$ cat src/rtl/mtsp_id_pkg.sv
// mtsp_id_pkg: shared constants and types for the Meitner shader-core
// instruction-decode stage.
//   DWORD_W     width of one source-vector component
//   NOP_UINST   all-ones unit-instruction pattern. Slice it to the bundle width.
//   id_state_e  occupancy state of the stage (main / skid registers)
//   swz_sel_w() bits needed to select one of LANES components
package mtsp_id_pkg;

  localparam int DWORD_W     = 32;
  localparam int UINST_MAX_W = 1024;

  // All-ones is the NOP encoding for every unit instruction slot.
  localparam logic [UINST_MAX_W-1:0] NOP_UINST = '1;

  // Encoding mirrors {skid_valid, main_valid}.
  typedef enum logic [1:0] {
    ID_EMPTY = 2'b00,
    ID_HALF  = 2'b01,
    ID_FULL  = 2'b11
  } id_state_e;

  function automatic int swz_sel_w(input int lanes);
    return $clog2(lanes);
  endfunction

endpackage

$ cat src/rtl/mtsp_id_swizzle.sv
// mtsp_id_swizzle: per-lane component select for one source vector.
//   src_i  LANES x DWORD source vector, lane 0 in LSBs
//   sel_i  LANES x SEL_W selects, lane 0 in LSBs
//   src_o  output lane k = src_i lane sel_i[k] when EN=1, else src_i unchanged
module mtsp_id_swizzle
  import mtsp_id_pkg::*;
#(
  parameter int  LANES = 4,
  parameter bit  EN    = 1'b1,
  localparam int SEL_W = swz_sel_w(LANES)
) (
  input  logic [LANES*DWORD_W-1:0] src_i,
  input  logic [LANES*SEL_W-1:0]   sel_i,
  output logic [LANES*DWORD_W-1:0] src_o
);

  logic [LANES*DWORD_W-1:0] muxed;
  logic [SEL_W-1:0]         sel;

  always_comb begin
    muxed = '0;
    sel   = '0;
    for (int k = 0; k < LANES; k++) begin
      sel = sel_i[k*SEL_W +: SEL_W];
      for (int j = 0; j < LANES; j++) begin
        if (sel == SEL_W'(j)) begin
          muxed[k*DWORD_W +: DWORD_W] = src_i[j*DWORD_W +: DWORD_W];
        end
      end
    end
  end

  // A disabled source ignores its selects entirely.
  assign src_o = EN ? muxed : src_i;

endmodule

$ cat src/rtl/mtsp_id_stage.sv
// mtsp_id_stage: parametrised decode pipeline stage (PC, unit instructions,
// swizzled source vectors) with a valid/ready handshake and a 2-entry skid.
//   CLK, nRST            clock, asynchronous active-low reset
//   FLUSH                synchronous discard of all held / presented bundles
//   IN_VALID/IN_READY    upstream handshake
//   IN_PC/IN_UINST       bundle PC and unit instructions
//   IN_SRC/IN_SWZ        source vectors (source 0 in MSBs) and per-lane selects
//   OUT_VALID/OUT_READY  downstream handshake
//   OUT_PC/OUT_UINST     registered PC and instructions (NOP while !OUT_VALID)
//   OUT_SRC              registered, swizzled sources
//   STALL_CNT            only with MTSP_ID_STAGE_PERF_EN: saturating count
//                        of cycles with OUT_VALID=1 and OUT_READY=0
//
// Handshake: a bundle moves on a side exactly in a cycle where that side's
// valid and ready are both high at the rising edge. IN_READY comes straight
// from the state flop, so it never depends on OUT_READY in the same cycle.
module mtsp_id_stage
  import mtsp_id_pkg::*;
#(
  parameter int              PC_W        = 30,
  parameter int              UINST_W     = 32,
  parameter int              NUINST      = 4,
  parameter int              NSRC        = 2,
  parameter int              LANES       = 4,
  parameter logic [NSRC-1:0] SWZ_EN_MASK = 2'b10,
  localparam int             SEL_W       = swz_sel_w(LANES),
  localparam int             SRC_W       = LANES * DWORD_W,
  localparam int             SRC_TOT_W   = NSRC * SRC_W,
  localparam int             UINST_TOT_W = NUINST * UINST_W,
  localparam int             SWZ_SRC_W   = LANES * SEL_W,
  localparam int             SWZ_TOT_W   = NSRC * SWZ_SRC_W
) (
  input  logic                   CLK,
  input  logic                   nRST,
  input  logic                   FLUSH,
  input  logic                   IN_VALID,
  output logic                   IN_READY,
  input  logic [PC_W-1:0]        IN_PC,
  input  logic [UINST_TOT_W-1:0] IN_UINST,
  input  logic [SRC_TOT_W-1:0]   IN_SRC,
  input  logic [SWZ_TOT_W-1:0]   IN_SWZ,
  output logic                   OUT_VALID,
  input  logic                   OUT_READY,
  output logic [PC_W-1:0]        OUT_PC,
  output logic [UINST_TOT_W-1:0] OUT_UINST,
  output logic [SRC_TOT_W-1:0]   OUT_SRC
`ifdef MTSP_ID_STAGE_PERF_EN
  ,
  output logic [31:0]            STALL_CNT
`endif
);

  typedef struct packed {
    logic [PC_W-1:0]        pc;
    logic [UINST_TOT_W-1:0] uinst;
    logic [SRC_TOT_W-1:0]   src;
  } id_bundle_t;

  localparam id_bundle_t RESET_BUNDLE = '{
    pc:    '0,
    uinst: NOP_UINST[UINST_TOT_W-1:0],
    src:   '0
  };

  // ---------------------------------------------------------------------
  // Input-side swizzle, ahead of the storage registers
  // ---------------------------------------------------------------------
  logic [SRC_TOT_W-1:0] swz_src;

  for (genvar s = 0; s < NSRC; s++) begin : g_swz
    mtsp_id_swizzle #(
      .LANES (LANES),
      .EN    (SWZ_EN_MASK[s])
    ) u_swz (
      .src_i (IN_SRC[(NSRC-1-s)*SRC_W +: SRC_W]),
      .sel_i (IN_SWZ[(NSRC-1-s)*SWZ_SRC_W +: SWZ_SRC_W]),
      .src_o (swz_src[(NSRC-1-s)*SRC_W +: SRC_W])
    );
  end

  // ---------------------------------------------------------------------
  // Occupancy FSM
  // ---------------------------------------------------------------------
  id_state_e state_q, state_d;
  logic      in_ready;
  logic      out_valid;
  logic      in_fire;
  logic      out_fire;

  // Output process: handshake outputs derive from the registered state only.
  always_comb begin
    in_ready  = (state_q != ID_FULL);
    out_valid = (state_q != ID_EMPTY);
  end

  // A bundle presented during FLUSH is dropped even if it would be accepted.
  assign in_fire  = IN_VALID & in_ready & ~FLUSH;
  assign out_fire = out_valid & OUT_READY;

  // Next-state process
  always_comb begin
    state_d = state_q;
    if (FLUSH) begin
      state_d = ID_EMPTY;
    end else begin
      unique case (state_q)
        ID_EMPTY: if (in_fire) state_d = ID_HALF;
        ID_HALF: begin
          if (in_fire && !out_fire)      state_d = ID_FULL;
          else if (!in_fire && out_fire) state_d = ID_EMPTY;
        end
        ID_FULL:  if (out_fire) state_d = ID_HALF;
        default:  state_d = ID_EMPTY;
      endcase
    end
  end

  // State register
  always_ff @(posedge CLK or negedge nRST) begin
    if (!nRST) state_q <= ID_EMPTY;
    else       state_q <= state_d;
  end

  // ---------------------------------------------------------------------
  // Main and skid storage
  // ---------------------------------------------------------------------
  id_bundle_t in_b;
  id_bundle_t main_q, main_d;
  id_bundle_t skid_q, skid_d;

  always_comb begin
    in_b   = '{pc: IN_PC, uinst: IN_UINST, src: swz_src};
    main_d = main_q;
    skid_d = skid_q;
    // On FLUSH the registers hold: OUT_PC/OUT_SRC stay put, and OUT_UINST
    // reads NOP because the stage is empty.
    if (!FLUSH) begin
      unique case (state_q)
        ID_EMPTY: if (in_fire) main_d = in_b;
        ID_HALF: begin
          if (in_fire && out_fire) main_d = in_b;
          else if (in_fire)        skid_d = in_b;
        end
        // The skid entry is older than anything upstream, so it refills main.
        ID_FULL:  if (out_fire) main_d = skid_q;
        default:  main_d = main_q;
      endcase
    end
  end

  always_ff @(posedge CLK or negedge nRST) begin
    if (!nRST) begin
      main_q <= RESET_BUNDLE;
      skid_q <= RESET_BUNDLE;
    end else begin
      main_q <= main_d;
      skid_q <= skid_d;
    end
  end

  assign IN_READY  = in_ready;
  assign OUT_VALID = out_valid;
  assign OUT_PC    = main_q.pc;
  assign OUT_SRC   = main_q.src;
  // Consumers that ignore OUT_VALID see a NOP bubble whenever the stage is empty.
  assign OUT_UINST = out_valid ? main_q.uinst : NOP_UINST[UINST_TOT_W-1:0];

  // ---------------------------------------------------------------------
  // Optional stall counter (survives FLUSH, cleared only by nRST)
  // ---------------------------------------------------------------------
`ifdef MTSP_ID_STAGE_PERF_EN
  logic [31:0] stall_cnt_q, stall_cnt_d;

  always_comb begin
    stall_cnt_d = stall_cnt_q;
    if (out_valid && !OUT_READY && (stall_cnt_q != 32'hFFFF_FFFF)) begin
      stall_cnt_d = stall_cnt_q + 32'd1;
    end
  end

  always_ff @(posedge CLK or negedge nRST) begin
    if (!nRST) stall_cnt_q <= '0;
    else       stall_cnt_q <= stall_cnt_d;
  end

  assign STALL_CNT = stall_cnt_q;
`endif

endmodule

$ cat config.mk
export PLATFORM = sky130hd
export DESIGN_NAME = mtsp_id_stage
export DESIGN_NICKNAME = d
export VERILOG_FILES = /design/src/rtl/mtsp_id_pkg.sv /design/src/rtl/mtsp_id_swizzle.sv /design/src/rtl/mtsp_id_stage.sv
export SDC_FILE = /design/constraint.sdc
export NUM_CORES = 2
export LEC_CHECK = 0
export ABC_AREA = 1
export CAP_MARGIN = 20
export CELL_PAD_IN_SITES_DETAIL_PLACEMENT = 1
export CELL_PAD_IN_SITES_GLOBAL_PLACEMENT = 1
export CORE_MARGIN = 2
export CORE_UTILIZATION = 34
export CTS_CLUSTER_SIZE = 16
export DETAILED_ROUTE_END_ITERATION = 12
export PLACE_DENSITY_LB_ADDON = 0.1
export SLEW_MARGIN = 5
export SYNTH_ARGS = -nofsm -noshare
export SYNTH_HDL_FRONTEND = slang
export SYNTH_SLANG_ARGS = --single-unit
export TNS_END_PERCENT = 20
$ cat constraint.sdc
create_clock -name CLK -period 1.9 [get_ports CLK]
set_input_delay 0.19 -clock CLK [delete_from_list [all_inputs] [get_ports CLK]]
set_output_delay 0.19 -clock CLK [all_outputs]
set_load 0.05 [all_outputs]
Word level (Yosys, flattened, before mapping)
Index checks and enable logic that the tools add are counted.

operators by class
  eq/ne operators = 21
  multiplexer cells = 27
  reductions and logical operators = 15
  bitwise logic cells = 5

operator list
  kind                number
  $mux 414            3
  $pmux 414 s3        1
  $mux 32             16
  $mux 128            1
  $eq 2x2->1 const B  9
  $eq 2x1->1 const B  5
  $logic_not 2->1     5
  $mux 2              5
  $ne 2x2->1 const B  4
  $ne 3x3->1 const B  2
  $pmux 2 s3          1
  $reduce_and 5->1    1
  $ne 4x4->1 const B  1
  $reduce_and 4->1    1
  $and 1x1->1         3
  $logic_and 1x1->1   3
  $reduce_and 3->1    1
  $reduce_bool 3->1   1
  $logic_not 1->1     2
  $not 1->1           2
  $reduce_bool 2->1   1

word-level totals
  register bits after elaboration = 830
  output and inout port bits = 416
  word-level logic and storage cells = 75
  bits of input ports = 435

Longest topological paths before layout
  depth in word-level cells = 9
  gate-level depth with buffers = 13
  gate-level depth less buffers = 11

By module
A second synthesis with hierarchy kept.

second synthesis, totals
  cell total of the unflattened synthesis = 5800
  area, all modules = 44950.6 um2

by module, submodules not included
  module                            area an instance (um2)  cells an instance  sequential area each (um2)  instances
  mtsp_id_stage                     39898.3                 4928               21090.2                     1
  mtsp_id_swizzle (g_swz[1].u_swz)  4091.4                  744                0.0                         1
  mtsp_id_swizzle (g_swz[0].u_swz)  960.9                   128                0.0                         1

Least setup slack after synthesis
No wires, ideal clock.

  kind = register to register
  from = register state_q[0]
  to = register main_q (netlist bit OUT_SRC[129])
  path slack = -0.036 ns
  library setup time = 0.127 ns
  arrival = 1.808 ns
  path buffers = 2
  required time = 1.773 ns
  cell stages (with the launch flop) = 13
  clock period less this slack = 1.936 ns
  path through = dfrtp_1 -> inv_1 -> ha_1 -> inv_2 -> nand2_4 -> nand2_1 -> nand2_1 -> nor2_1 -> nand2_4 -> buf_2 -> buf_2 -> nand2_1 -> o21ai_0

on the way
  elaborated cells between the ends (all ways) = 15
  those cells by class = eq/ne: 6; mux: 1; bitwise: 3; reduce/logical: 5

RTL lines
  item                            RTL line              text
  start, declared                 mtsp_id_stage.sv:84   id_state_e state_q, state_d;
  start signal, assigned          mtsp_id_stage.sv:121  else state_q <= state_d;
  $reduce_bool 2->1 (*)           mtsp_id_stage.sv:93   out_valid = (state_q != ID_EMPTY);
  net OUT_VALID                   mtsp_id_stage.sv:42   output logic OUT_VALID,
  $and 1x1->1 (*)                 mtsp_id_stage.sv:98   assign out_fire = out_valid & OUT_READY;
  $logic_and 1x1->1               mtsp_id_stage.sv:141  if (in_fire && out_fire) main_d = in_b;
  $ne 2x2->1 (no line)            n/a
  $reduce_and 5->1 (no line) (*)  n/a
  end signal, assigned            mtsp_id_stage.sv:156  main_q <= main_d;
  end, declared                   mtsp_id_stage.sv:128  id_bundle_t main_q, main_d;

Mark *: on every way through the listed nets, which the timed path passes. The rest lies on a longest branch.
A chain may end at the register's enable or synchronous reset.

Worst setup path after layout
  from = register state_q[0]
  to = output port OUT_UINST[72]

on the way
  word-level cells in the longest chain between the ends = 2

ends and longest elaborated chain
  item               RTL line              text
  $reduce_bool 2->1  mtsp_id_stage.sv:93
  $mux 128           mtsp_id_stage.sv:166  assign OUT_UINST = out_valid ? main_q.uinst : NOP_UINST[UINST_TOT_W-1:0];
  end, declared      mtsp_id_stage.sv:45   output logic [UINST_TOT_W-1:0] OUT_UINST,

No other way between the ends.

==> results.sh <==
export IMPL_outcome="finished with violations"
export IMPL_failed_checks="setup timing"
export IMPL_cp_data_arrival_time_ns=2.11
export IMPL_synthFlopType="dfrtp_1"
export IMPL_r2r_cells=17
export IMPL_die_h_um=357
export IMPL_fin_cells=7766
export IMPL_postRouteAntennaNets=0
export IMPL_overflow=0
export IMPL_hold_start="IN_UINST[111]"
export IMPL_syn_inst=5423
export IMPL_cts_tree="built"
export IMPL_ys_types=25
export IMPL_synth_seq_cells=830
export IMPL_pre_cts_ws_ns=-0.129
export IMPL_clk_latency_ns=0.71
export IMPL_crit_required_ns=1.71
export IMPL_power_switching_uw=41500
export IMPL_fmax_mhz=435
export IMPL_start_util=0.343
export IMPL_timing_final_ws_setup_ns=-0.399
export IMPL_yosysSeqAreaShare=0.497
export IMPL_wl_met1_mm=75.7
export IMPL_comb_power_share=0.472
export IMPL_vias=39200
export IMPL_route_met3_wl_mm=10.5
export IMPL_fin_worst_skew_ns=0.0395
export IMPL_fin_crit_sh=1.21
export IMPL_drv_cap=0
export IMPL_drt_first_pass_iters=7
export IMPL_synth_fp_nets=5862
export IMPL_tightestPinTransition_ns=0.802
export IMPL_postSynth_asyncResetShare=1.00
export IMPL_setup_viol=1114
export IMPL_cts_sinks=830
export IMPL_io_buffers=842
export IMPL_nNetsFinal=6466
export IMPL_netlist_area_sq_mm=0.0424
export IMPL_drt_wl_total_mm=179
export IMPL_r2r_setup_slack_ns=-0.32
export IMPL_wire_per_inst_um=23.1
export IMPL_coreArea_sq_mm=0.124
export IMPL_htreeDepth=3
export IMPL_track_usage=0.263
export IMPL_clk_pin_slew_worst_paths_ns=0.06
export IMPL_end_kind="output port"
export IMPL_placementRows=129
export IMPL_ir_drop_v=0.00107
export IMPL_syn_avg_cell_area_sq_um=7.82
export IMPL_rr_startpoint="state_q[0]"
export IMPL_pwr_share_clk=0.197
export IMPL_maxSlewViolCount=0
export IMPL_route_top_layer_used="met5"
export IMPL_grt_max_degree=122
export IMPL_dieWidth_um=357
export IMPL_synth_edf_count=0
export IMPL_cp_max_fo=9
export IMPL_numCtsBuffers=99
export IMPL_post_dp_hpwl_mm=126
export IMPL_grt_pass1_vias=39100
export IMPL_syn_to_final_growth_pct=38.4
export IMPL_worstHoldPathCells=3
export IMPL_gp_congestion=0.932
export IMPL_grt_first_pass_wirelength_mm=255
export IMPL_final_common_cell="nand2_1"
export IMPL_p_seq_frac=0.330
export IMPL_critPathKind="reg -> out"
export IMPL_r2r_end="main_q[302]"
export IMPL_p_int_uw=56600
export IMPL_vias_per_cell=5.05
export IMPL_min_period_ns=2.30
export IMPL_drt_iter0_drc=2362
export IMPL_rsz0062_at_grt="true"
export IMPL_yosys_warnings=0
export IMPL_drc=0
export IMPL_leakagePower_uw=0.0269
export IMPL_hold_path_class="in -> reg"
export IMPL_startpoint_type="flop"
export IMPL_mostFrequentLayoutCells="2034 x nand2_1, 666 x o21ai_0, 578 x clkdlybuf4s50_1, 574 x dfrtp_1, 389 x nand3_1"
export IMPL_final_util=0.474
export IMPL_cts_buffer_depth=3
export IMPL_min_delay_worst_endpoint="skid_q[367]"
export IMPL_ioPinCount=851
export IMPL_slew_headroom=0.465
export IMPL_drive_gt1_frac=0.188
export IMPL_antenna_found_initial=57
export IMPL_p_sw_frac=0.423
export IMPL_routed_wl_met2_mm=86.4
export IMPL_dp_cells=7489
export IMPL_cts_root_buf="clkbuf_16"
export IMPL_nFillCells=14400
export IMPL_dieArea_sq_mm=0.128
export IMPL_hold_viol=0
export IMPL_powerDensity_mw_per_mm2=1670
==> worst max-delay path by stage <==
stage / cells after the start / start / endpoint / slack (ns)
floorplan: 12 / state_q[0] / OUT_SRC[129] / 0.04
global placement: 12 / FLUSH / main_q[304] / -0.12
detailed placement: 13 / state_q[1] / main_q[331] / -0.13
CTS: 7 / state_q[0] / OUT_UINST[30] / -0.49
global route: 6 / state_q[0] / OUT_UINST[69] / -0.46
finish: 6 / state_q[0] / OUT_UINST[72] / -0.40
==> synth_stat cells (6+ instances only) <==
master,n,area [sq um]
nand3_1,389,1950
o21ai_1,300,1500
o21ai_0,688,3440
dfstp_2,256,6730
mux2i_1,63,631
inv_1,272,1020
or2_2,128,801
buf_4,319,2390
buf_2,185,926
nand2_1,2087,7830
clkbuf_1,118,443
buf_6,15,169
nor2_1,6,22.5
dfrtp_1,574,14400
==> power by group through the flow <==
stage | Sequential (uW) | Combinational (uW) | Clock, uW
3_3_place_gp | 32000 | 42200 | 0
3_5_place_dp | 32300 | 42900 | 0
5_1_grt | 33300 | 49300 | 20600
6_report | 32400 | 46300 | 19300
4_1_cts | 32200 | 44200 | 19900
2_1_floorplan | 30600 | 29700 | 0
==> flip-flops by register name, summed over array words and instances (netlist names) <==
register  cells
OUT_PC       30
state_q       2
OUT_SRC     256
skid_q      414
main_q      128
==> cell families (layout without fill, tap and decap cells) <==
family / count (synthesis) / count (layout) / share of synthesized area
AOI/OAI and AO/OA: 990 / 990 / 0.117
adders and majority gates: 4 / 4 / 0.00118
buffers and inverters: 922 / 1610 / 0.118
DFF: 830 / 830 / 0.497
muxes: 63 / 63 / 0.0149
other: 0 / 18 / 0
and+or+nand+nor: 2614 / 2614 / 0.251
==> through the flow <==
step           power [uW]  TNS (ns)  cell area (sq um)  hold slack (ns)
6_report            98000   -215.09              58700           0.0470
5_1_grt            103000   -350.59              58700           0.0407
4_1_cts             96200   -113.69              56900         0.000901
3_5_place_dp        75200    -20.59              52900            0.158
3_3_place_gp        74200    -16.55              52900            0.157
2_1_floorplan       60300         0              42400           -0.106
==> final cells by class <==
class	instances	area, sq um	area share
antenna	18	45.0	0.000768
clock buffer	162	3000	0.0511
clock inverter	23	268	0.00456
inverter	279	1070	0.0183
multi-input combinational	3671	17100	0.291
sequential	830	21100	0.360
tap	1637	2050	0.0349
timing repair buffer	1146	14100	0.240
==> routing by layer <==
metal	track usage	vias to the layer above
li1	-	18300
met1	0.336	19500
met2	0.436	1012
met3	0.0595	329
met4	0.0973	68
met5	0	-
==> timing repair <==
item / in CTS / in global routing
hold buffers: 5 / 0
pin swaps: 26 / 5
gates resized for setup: 193 / 220
setup endpoints to repair: 850 / 1091
gates cloned: 8 / 41
setup buffers: 6 / 16
hold endpoints to repair: 451 / 0
==> worst max-delay path, stage by stage, from the launching register on <==
cell	delay [ns]
dfrtp_1	0.37
inv_2	0.07
ha_4	0.18
clkbuf_16	0.19
clkbuf_16	0.20
or2_4	0.27
buf_12	0.15
No activity file was read; power rests on OpenSTA's default activity.
